[config.mk]
export PLATFORM = sky130hd
export DESIGN_NAME = mul4_seq
export DESIGN_NICKNAME = d
export VERILOG_FILES = /design/src/rtl/mul4_seq_pkg.sv /design/src/rtl/sum4_v1.sv /design/src/rtl/mul4_seq.sv
export SDC_FILE = /design/constraint.sdc
export NUM_CORES = 1
export LEC_CHECK = 0
export ABC_CLOCK_PERIOD_IN_PS = 6800
export BUFFER_PORTS_ARGS = -buffer_cell sky130_fd_sc_hd__buf_2
export CORE_MARGIN = 2
export CORE_UTILIZATION = 58
export DETAILED_ROUTE_END_ITERATION = 8
export PLACE_DENSITY = 0.82
export REMOVE_ABC_BUFFERS = 1
export SYNTH_ARGS = -nofsm -noshare
export SYNTH_HDL_FRONTEND = slang
export SYNTH_HIERARCHICAL = 1
export SYNTH_SLANG_ARGS = --single-unit
[constraint.sdc]
create_clock -name clk -period 6.8 [get_ports clk]
set_input_delay 0.34 -clock clk [delete_from_list [all_inputs] [get_ports clk]]
set_output_delay 0.34 -clock clk [all_outputs]
set_load 0.02 [all_outputs]
[src/rtl/mul4_seq_pkg.sv]
// mul4_seq_pkg: state encoding and iteration constants shared by the multiplier.
package mul4_seq_pkg;
    typedef enum logic [1:0] {
        IDLE = 2'd0,
        RUN  = 2'd1,
        DONE = 2'd2
    } state_t;
    localparam int ITER = 4;
    localparam int CNT_W = 2;
    localparam logic [CNT_W-1:0] CNT_LAST = CNT_W'(ITER - 1);
endpackage

[src/rtl/sum4_v1.sv]
// sum4_v1: 4-bit ripple-carry adder.
module sum4_v1 (
    output logic [3:0] S,
    output logic       c_out,
    input  logic [3:0] A,
    input  logic [3:0] B,
    input  logic       c_in
);
    logic [4:0] c;
    assign c[0] = c_in;
    for (genvar i = 0; i < 4; i++) begin : g_bit
        assign S[i]   = A[i] ^ B[i] ^ c[i];
        assign c[i+1] = (A[i] & B[i]) | (c[i] & (A[i] ^ B[i]));
    end
    assign c_out = c[4];
endmodule

[src/rtl/mul4_seq.sv]
// mul4_seq: sequential 4x4 unsigned shift-and-add multiplier, one partial product per clock.
module mul4_seq
    import mul4_seq_pkg::*;
(
    input  logic       clk,
    input  logic       reset,
    input  logic       start,
    input  logic [3:0] A,
    input  logic [3:0] B,
    output logic [7:0] P,
    output logic       busy,
    output logic       done
);
    state_t state, next;
    logic [3:0] m, q, acc, s;
    logic c;
    logic [CNT_W-1:0] cnt;
    logic [7:0] shifted;
    sum4_v1 u_add (
        .S    (s),
        .c_out(c),
        .A    (acc),
        .B    (q[0] ? m : 4'h0),
        .c_in (1'b0)
    );
    // adder carry lands in ACC[3] after the shift, so the 8-bit result never overflows
    assign shifted = {c, s, q[3:1]};
    always_comb begin
        next = state;
        busy = 1'b0;
        done = 1'b0;
        case (state)
            IDLE:    next = start ? RUN : IDLE;
            RUN:     next = (cnt == CNT_LAST) ? DONE : RUN;
            default: next = IDLE;
        endcase
        busy = (state == RUN);
        done = (state == DONE);
    end
    always_ff @(posedge clk) begin
        if (reset) begin
            state <= IDLE;
            m     <= '0;
            q     <= '0;
            acc   <= '0;
            cnt   <= '0;
            P     <= '0;
        end else begin
            state <= next;
            if (state == IDLE && start) begin
                m   <= A;
                q   <= B;
                acc <= '0;
                cnt <= '0;
            end else if (state == RUN) begin
                {acc, q} <= shifted;
                cnt      <= cnt + 1'b1;
                if (cnt == CNT_LAST) P <= shifted;
            end
        end
    end
endmodule

After elaboration in Yosys (flattened, before gate mapping):

Index checks and enable logic that the tools add are counted.

* input bits: 11
* output and inout port bits: 10
* word-level logic and storage cells: 39
* bits in registers: 24

* add/sub/neg operators: 1
* multiplexer cells: 6
* equality and inequality tests: 3
* bitwise operators: 18
* reductions and logical operators: 5

Operators by type and width (number)
* 2-to-1 mux 4 bit: 3
* bitwise AND 1 bit: 7
* XOR 1 bit: 7
* equality test 2 bit (second input constant): 2
* one-hot mux 2 bit (2 select lines): 1
* bitwise OR 1 bit: 3
* AND reduction 3 bit: 1
* adder 2 x 1 -> 2 bit (second input constant): 1
* equality test 2 x 1 -> 1 bit (second input constant): 1
* zero test 2 bit: 1
* 2-to-1 mux 2 bit: 1
* nonzero test 2 bit: 1
* OR reduction 2 bit: 1
* logical AND 1 bit: 1
* 2-to-1 mux 1 bit: 1
* NOT 1 bit: 1

Depth between registers and ports, before layout:

* depth after elaboration: 8
* mapped depth: 11
* gate-level depth less buffers: 11

Cells and area by module:

Netlist, hierarchy kept.

By module, submodules not included
* mul4_seq: cells an instance 115, seq. area each 480.5 um^2, area each 1056.0 um^2, times used 1
* sum4_v1: cells an instance 14, seq. area each 0.0 um^2, area each 117.6 um^2, times used 1

Least setup slack after synthesis:

OpenSTA, ideal clock, no wires.

* path type: register -> register
* start: reg q[0]
* end: reg P[6]
* setup time: 70 ps
* period minus slack after synthesis: 2195 ps
* buffers on the path: 0
* data required time: 6730 ps
* slack: 4605 ps
* arrival: 2125 ps
* stages on the path, launching flop included: 12
* cells stage by stage: dfxtp_1 -> and2_1 -> fa_1 -> inv_1 -> fa_1 -> inv_1 -> fa_1 -> inv_1 -> fa_1 -> inv_1 -> nand3_1 -> a21oi_1

* longest elaborated chain between the ends: 7
* elaborated cells between the ends (all ways): 12
* those cells by class: mux (1); bitwise (11)

RTL lines
* from (decl): RTL line mul4_seq.sv:15 `logic [3:0] m, q, acc, s;`
* from (signal assigned): RTL line mul4_seq.sv:56 `{acc, q} <= shifted;`
* 2-to-1 mux 4 bit *: RTL line mul4_seq.sv:23 `.B (q[0] ? m : 4'h0),`
* bitwise AND 1 bit or XOR 1 bit (tied branches): RTL line sum4_v1.sv:13 `assign c[i+1] = (A[i] & B[i]) | (c[i] & (A[i] ^ B[i]));`
* bitwise AND 1 bit: RTL line sum4_v1.sv:13
* bitwise OR 1 bit: RTL line sum4_v1.sv:13
* bitwise AND 1 bit: RTL line sum4_v1.sv:13
* bitwise OR 1 bit: RTL line sum4_v1.sv:13
* XOR 1 bit *: RTL line sum4_v1.sv:12 `assign S[i] = A[i] ^ B[i] ^ c[i];`
* net s[3]: RTL line mul4_seq.sv:15
* to (signal assigned): RTL line mul4_seq.sv:58 `if (cnt == CNT_LAST) P <= shifted;`
* to (decl): RTL line mul4_seq.sv:10 `output logic [7:0] P,`

Mark *: on every way through the listed nets, which the timed path passes. The rest lies on a longest branch.
A chain may end at the register's enable or synchronous reset.

Final worst setup path:

Ends and elaborated chain as after synthesis.

==> impl_metrics.prom <==
# TYPE chip_impl_metric gauge
chip_impl_info{name="outcome",value="finished clean"} 1
chip_impl_metric{name="post-route-util",unit="%"} 66.3
chip_impl_info{name="hold_class",value="primary input to flip-flop"} 1
chip_impl_metric{name="yosysSeqAreaShare",unit="%"} 40.9
chip_impl_metric{name="ios",unit=""} 21
chip_impl_metric{name="final_critical_path_setup_slack",unit="ps"} 4450
chip_impl_metric{name="post-route-drc-count",unit=""} 0
chip_impl_metric{name="post_synth_instance_area",unit="mm2"} 0.00117
chip_impl_metric{name="cts-hold-fix-buffers",unit=""} 0
chip_impl_metric{name="maxCapViolCount",unit=""} 0
chip_impl_info{name="r2r_start",value="q[0]"} 1
chip_impl_metric{name="cts_resized",unit=""} 0
chip_impl_metric{name="antenna_violating_nets_post_route",unit=""} 0
chip_impl_metric{name="via_count_of_the_first_global_routing_pass",unit=""} 814
chip_impl_info{name="layout_common_cells",value="sky130_fd_sc_hd__dfxtp_1, sky130_fd_sc_hd__buf_2, sky130_fd_sc_hd__nand2_1"} 1
chip_impl_metric{name="antenna_cells",unit=""} 0
chip_impl_metric{name="static-leakage-power",unit="nW"} 0.539
chip_impl_metric{name="num-fill-cells",unit=""} 170
chip_impl_metric{name="vias_per_cell",unit=""} 4.89
chip_impl_metric{name="gpl.final_weighted_congestion",unit=""} 0.771
chip_impl_info{name="startpoint",value="q[0]"} 1
chip_impl_metric{name="number_of_antenna_violations_at_the_first_check_in_global_routing",unit=""} 0
chip_impl_metric{name="worstPathRequired",unit="ps"} 7060
chip_impl_metric{name="clock-skew-final",unit="ps"} 9.99
chip_impl_info{name="crit_start_category",value="flip-flop"} 1
chip_impl_metric{name="floorplan.initialDensity",unit="%"} 60.4
chip_impl_metric{name="post_synth_num_cell_types",unit=""} 26
chip_impl_metric{name="layout.nets",unit=""} 162
chip_impl_metric{name="worst_setup_slack_before_clock_tree_synthesis",unit="ps"} 4480
chip_impl_info{name="criticalPathCategory",value="flip-flop to flip-flop"} 1
chip_impl_metric{name="largest_net_degree_at_the_start_of_global_routing",unit=""} 20
chip_impl_metric{name="design.die.area",unit="mm2"} 0.00240
chip_impl_metric{name="worstRegToRegCells",unit=""} 11
chip_impl_info{name="clock_tree.root_cell",value="sky130_fd_sc_hd__clkbuf_4"} 1
chip_impl_metric{name="critPathArrivalTime",unit="ps"} 2610
chip_impl_metric{name="fmaxAchievable",unit="MHz"} 426
chip_impl_info{name="worst_setup_path_end_kind",value="flip-flop"} 1
chip_impl_metric{name="grt_first_pass_wirelength",unit="mm"} 3.62
chip_impl_metric{name="setup_viol",unit=""} 0
chip_impl_metric{name="report.final.hold_viol_count",unit=""} 0
chip_impl_metric{name="detail_route.wirelength",unit="mm"} 2.00
chip_impl_metric{name="cts_htree_levels",unit=""} 1
chip_impl_metric{name="synthCells",unit=""} 129
chip_impl_metric{name="yosysWarnings",unit=""} 6
chip_impl_metric{name="detailedPlacementHpwl",unit="mm"} 1.47
chip_impl_metric{name="post_route_cells_drive_above_1_share",unit="%"} 26.9
chip_impl_metric{name="post-cts-setup-buffers",unit=""} 0
chip_impl_metric{name="avgSynthCellArea",unit="um2"} 9.10
chip_impl_metric{name="clockBufferDepth",unit=""} 2
chip_impl_metric{name="clkTransAtPathRegs",unit="ps"} 130
chip_impl_metric{name="critical_path_peak_fanout",unit=""} 6
chip_impl_metric{name="reg2reg_setup_slack",unit="ps"} 4450
chip_impl_metric{name="finalWorstPathRequiredPeriod",unit="ps"} 2350
chip_impl_metric{name="clkSinkCount",unit=""} 24
chip_impl_metric{name="die_x",unit="um"} 49.0
chip_impl_metric{name="final_period_util",unit="%"} 34.5
chip_impl_metric{name="port_buffers",unit=""} 20
chip_impl_metric{name="grt_overflow",unit=""} 0
chip_impl_metric{name="core_area",unit="mm2"} 0.00194
chip_impl_metric{name="vdd.ir_drop.worst",unit="mV"} 0.233
chip_impl_metric{name="worst_skew_pair.late_latency",unit="ps"} 310
chip_impl_metric{name="detailedRoute.firstPassIterationCount",unit=""} 3
chip_impl_metric{name="layout.area.seq",unit="um2"} 480
chip_impl_metric{name="ys_ff_latch",unit=""} 24
chip_impl_metric{name="setup_total_negative_slack",unit="ps"} 0
chip_impl_metric{name="dr.first_iter.drc_count",unit=""} 11
chip_impl_metric{name="power_per_cell_area",unit="mW/mm2"} 219
chip_impl_info{name="crit-reg2reg-capture",value="P[6]"} 1
chip_impl_metric{name="route.detailed.wl_per_inst",unit="um"} 11.6
chip_impl_metric{name="design_power_total",unit="mW"} 0.282
chip_impl_metric{name="multi_input_comb_area",unit="um2"} 557
chip_impl_metric{name="die_h",unit="um"} 49.0
chip_impl_metric{name="grt_usage",unit="%"} 19.6
chip_impl_metric{name="num_rows",unit=""} 16
chip_impl_info{name="mostFrequentLayoutCell",value="sky130_fd_sc_hd__dfxtp_1"} 1
chip_impl_info{name="cp-endpoint",value="P[6]"} 1
chip_impl_metric{name="area_added_between_synthesis_and_finish",unit="%"} 9.70
chip_impl_metric{name="cts_made_buffers",unit=""} 3
chip_impl_metric{name="routed-via-count",unit=""} 841
chip_impl_info{name="grt_setup_unrepaired",value="false"} 1
chip_impl_info{name="cts_tree",value="done"} 1
chip_impl_metric{name="report.final.slew_viol_count",unit=""} 0
-- per-stage QoR --
step                      hold WS, ps  std cells  area, um2
final                             265        172       1290
after global routing              251        172       1290
after CTS                         255        172       1290
after detailed placement          445        168       1230
after global placement            440        168       1230
after floorplan                   402        121       1100
-- cells by family (layout without fill, tap and decap cells) --
family / Yosys count / in the layout / synth area share, %
AO/OA/AOI/OAI: 23 / 23 / 13.2
XOR/XNOR: 1 / 1 / 0.746
adder cells (fa/ha/maj): 5 / 5 / 7.89
buffers and inverters: 23 / 39 / 11.6
flip-flops: 24 / 24 / 40.9
multiplexers: 4 / 4 / 3.41
other: 1 / 1 / 0.320
AND/OR/NAND/NOR: 48 / 48 / 21.9
-- worst max-delay path, stage by stage, from the launching register on --
cell and delay (ps):
sky130_fd_sc_hd__dfxtp_1 370, sky130_fd_sc_hd__and2_1 160, sky130_fd_sc_hd__fa_1 380, sky130_fd_sc_hd__inv_1 70
sky130_fd_sc_hd__fa_1 150, sky130_fd_sc_hd__inv_1 50, sky130_fd_sc_hd__fa_1 350, sky130_fd_sc_hd__inv_1 70
sky130_fd_sc_hd__fa_1 400, sky130_fd_sc_hd__inv_1 90, sky130_fd_sc_hd__nand3_1 70, sky130_fd_sc_hd__a21oi_1 130
-- per-layer routing --
layer | wire length, um | track usage [%]
met2 | 928 | 31.3
met5 | 0 | 0
met3 | 85 | 3.07
met4 | 61 | 10.0
met1 | 926 | 25.6
-- report_power, final --
group,internal (mW),switching [mW],total (mW)
combinational,0.0123,0.0167,0.0290
clock,0.0596,0.0419,0.102
sequential,0.146,0.00546,0.151
-- registers in the layout (all words and copies together), names as in the netlist --
| signal | count |
|---|---|
| m | 4 |
| state | 2 |
| cnt | 2 |
| P | 8 |
| acc | 4 |
| q | 4 |
-- Yosys cell counts (all sizes together) --
master / n / area [um2]
dfxtp: 24 / 480
a21oi: 19 / 110
nand2: 19 / 71.3
inv: 15 / 63.8
nor2: 11 / 41.3
nand3: 8 / 60.1
buf: 7 / 68.8
and2: 4 / 25.0
fa: 4 / 80.1
mux2i: 4 / 40.0
o221a: 4 / 45.0
nand2b: 2 / 20.0
clkbuf: 1 / 3.75
conb: 1 / 3.75
ha: 1 / 12.5
nand3b: 1 / 7.51
nor2b: 1 / 6.26
nor3b: 1 / 18.8
or2: 1 / 6.26
xnor2: 1 / 8.76
-- how the worst min path moves through the flow --
stage	cells past startpoint	end	from	slack (ps)
after floorplan	1	P[0]	reset	400
after global placement	2	P[5]	P[5]	440
after detailed placement	2	P[6]	P[6]	440
after CTS	3	m[1]	A[1]	260
after global routing	3	m[2]	A[2]	250
final	3	m[3]	A[3]	260
-- final cells by class --
cell class	count	area share (%)
multi-input cells	82	43.2
flip-flops and latches	24	37.3
repair buffers	20	7.77
inverters	15	4.96
well taps	27	2.62
clock inverters	1	2.33
clock buffers	3	1.75
(Power assumes the default switching activity.)
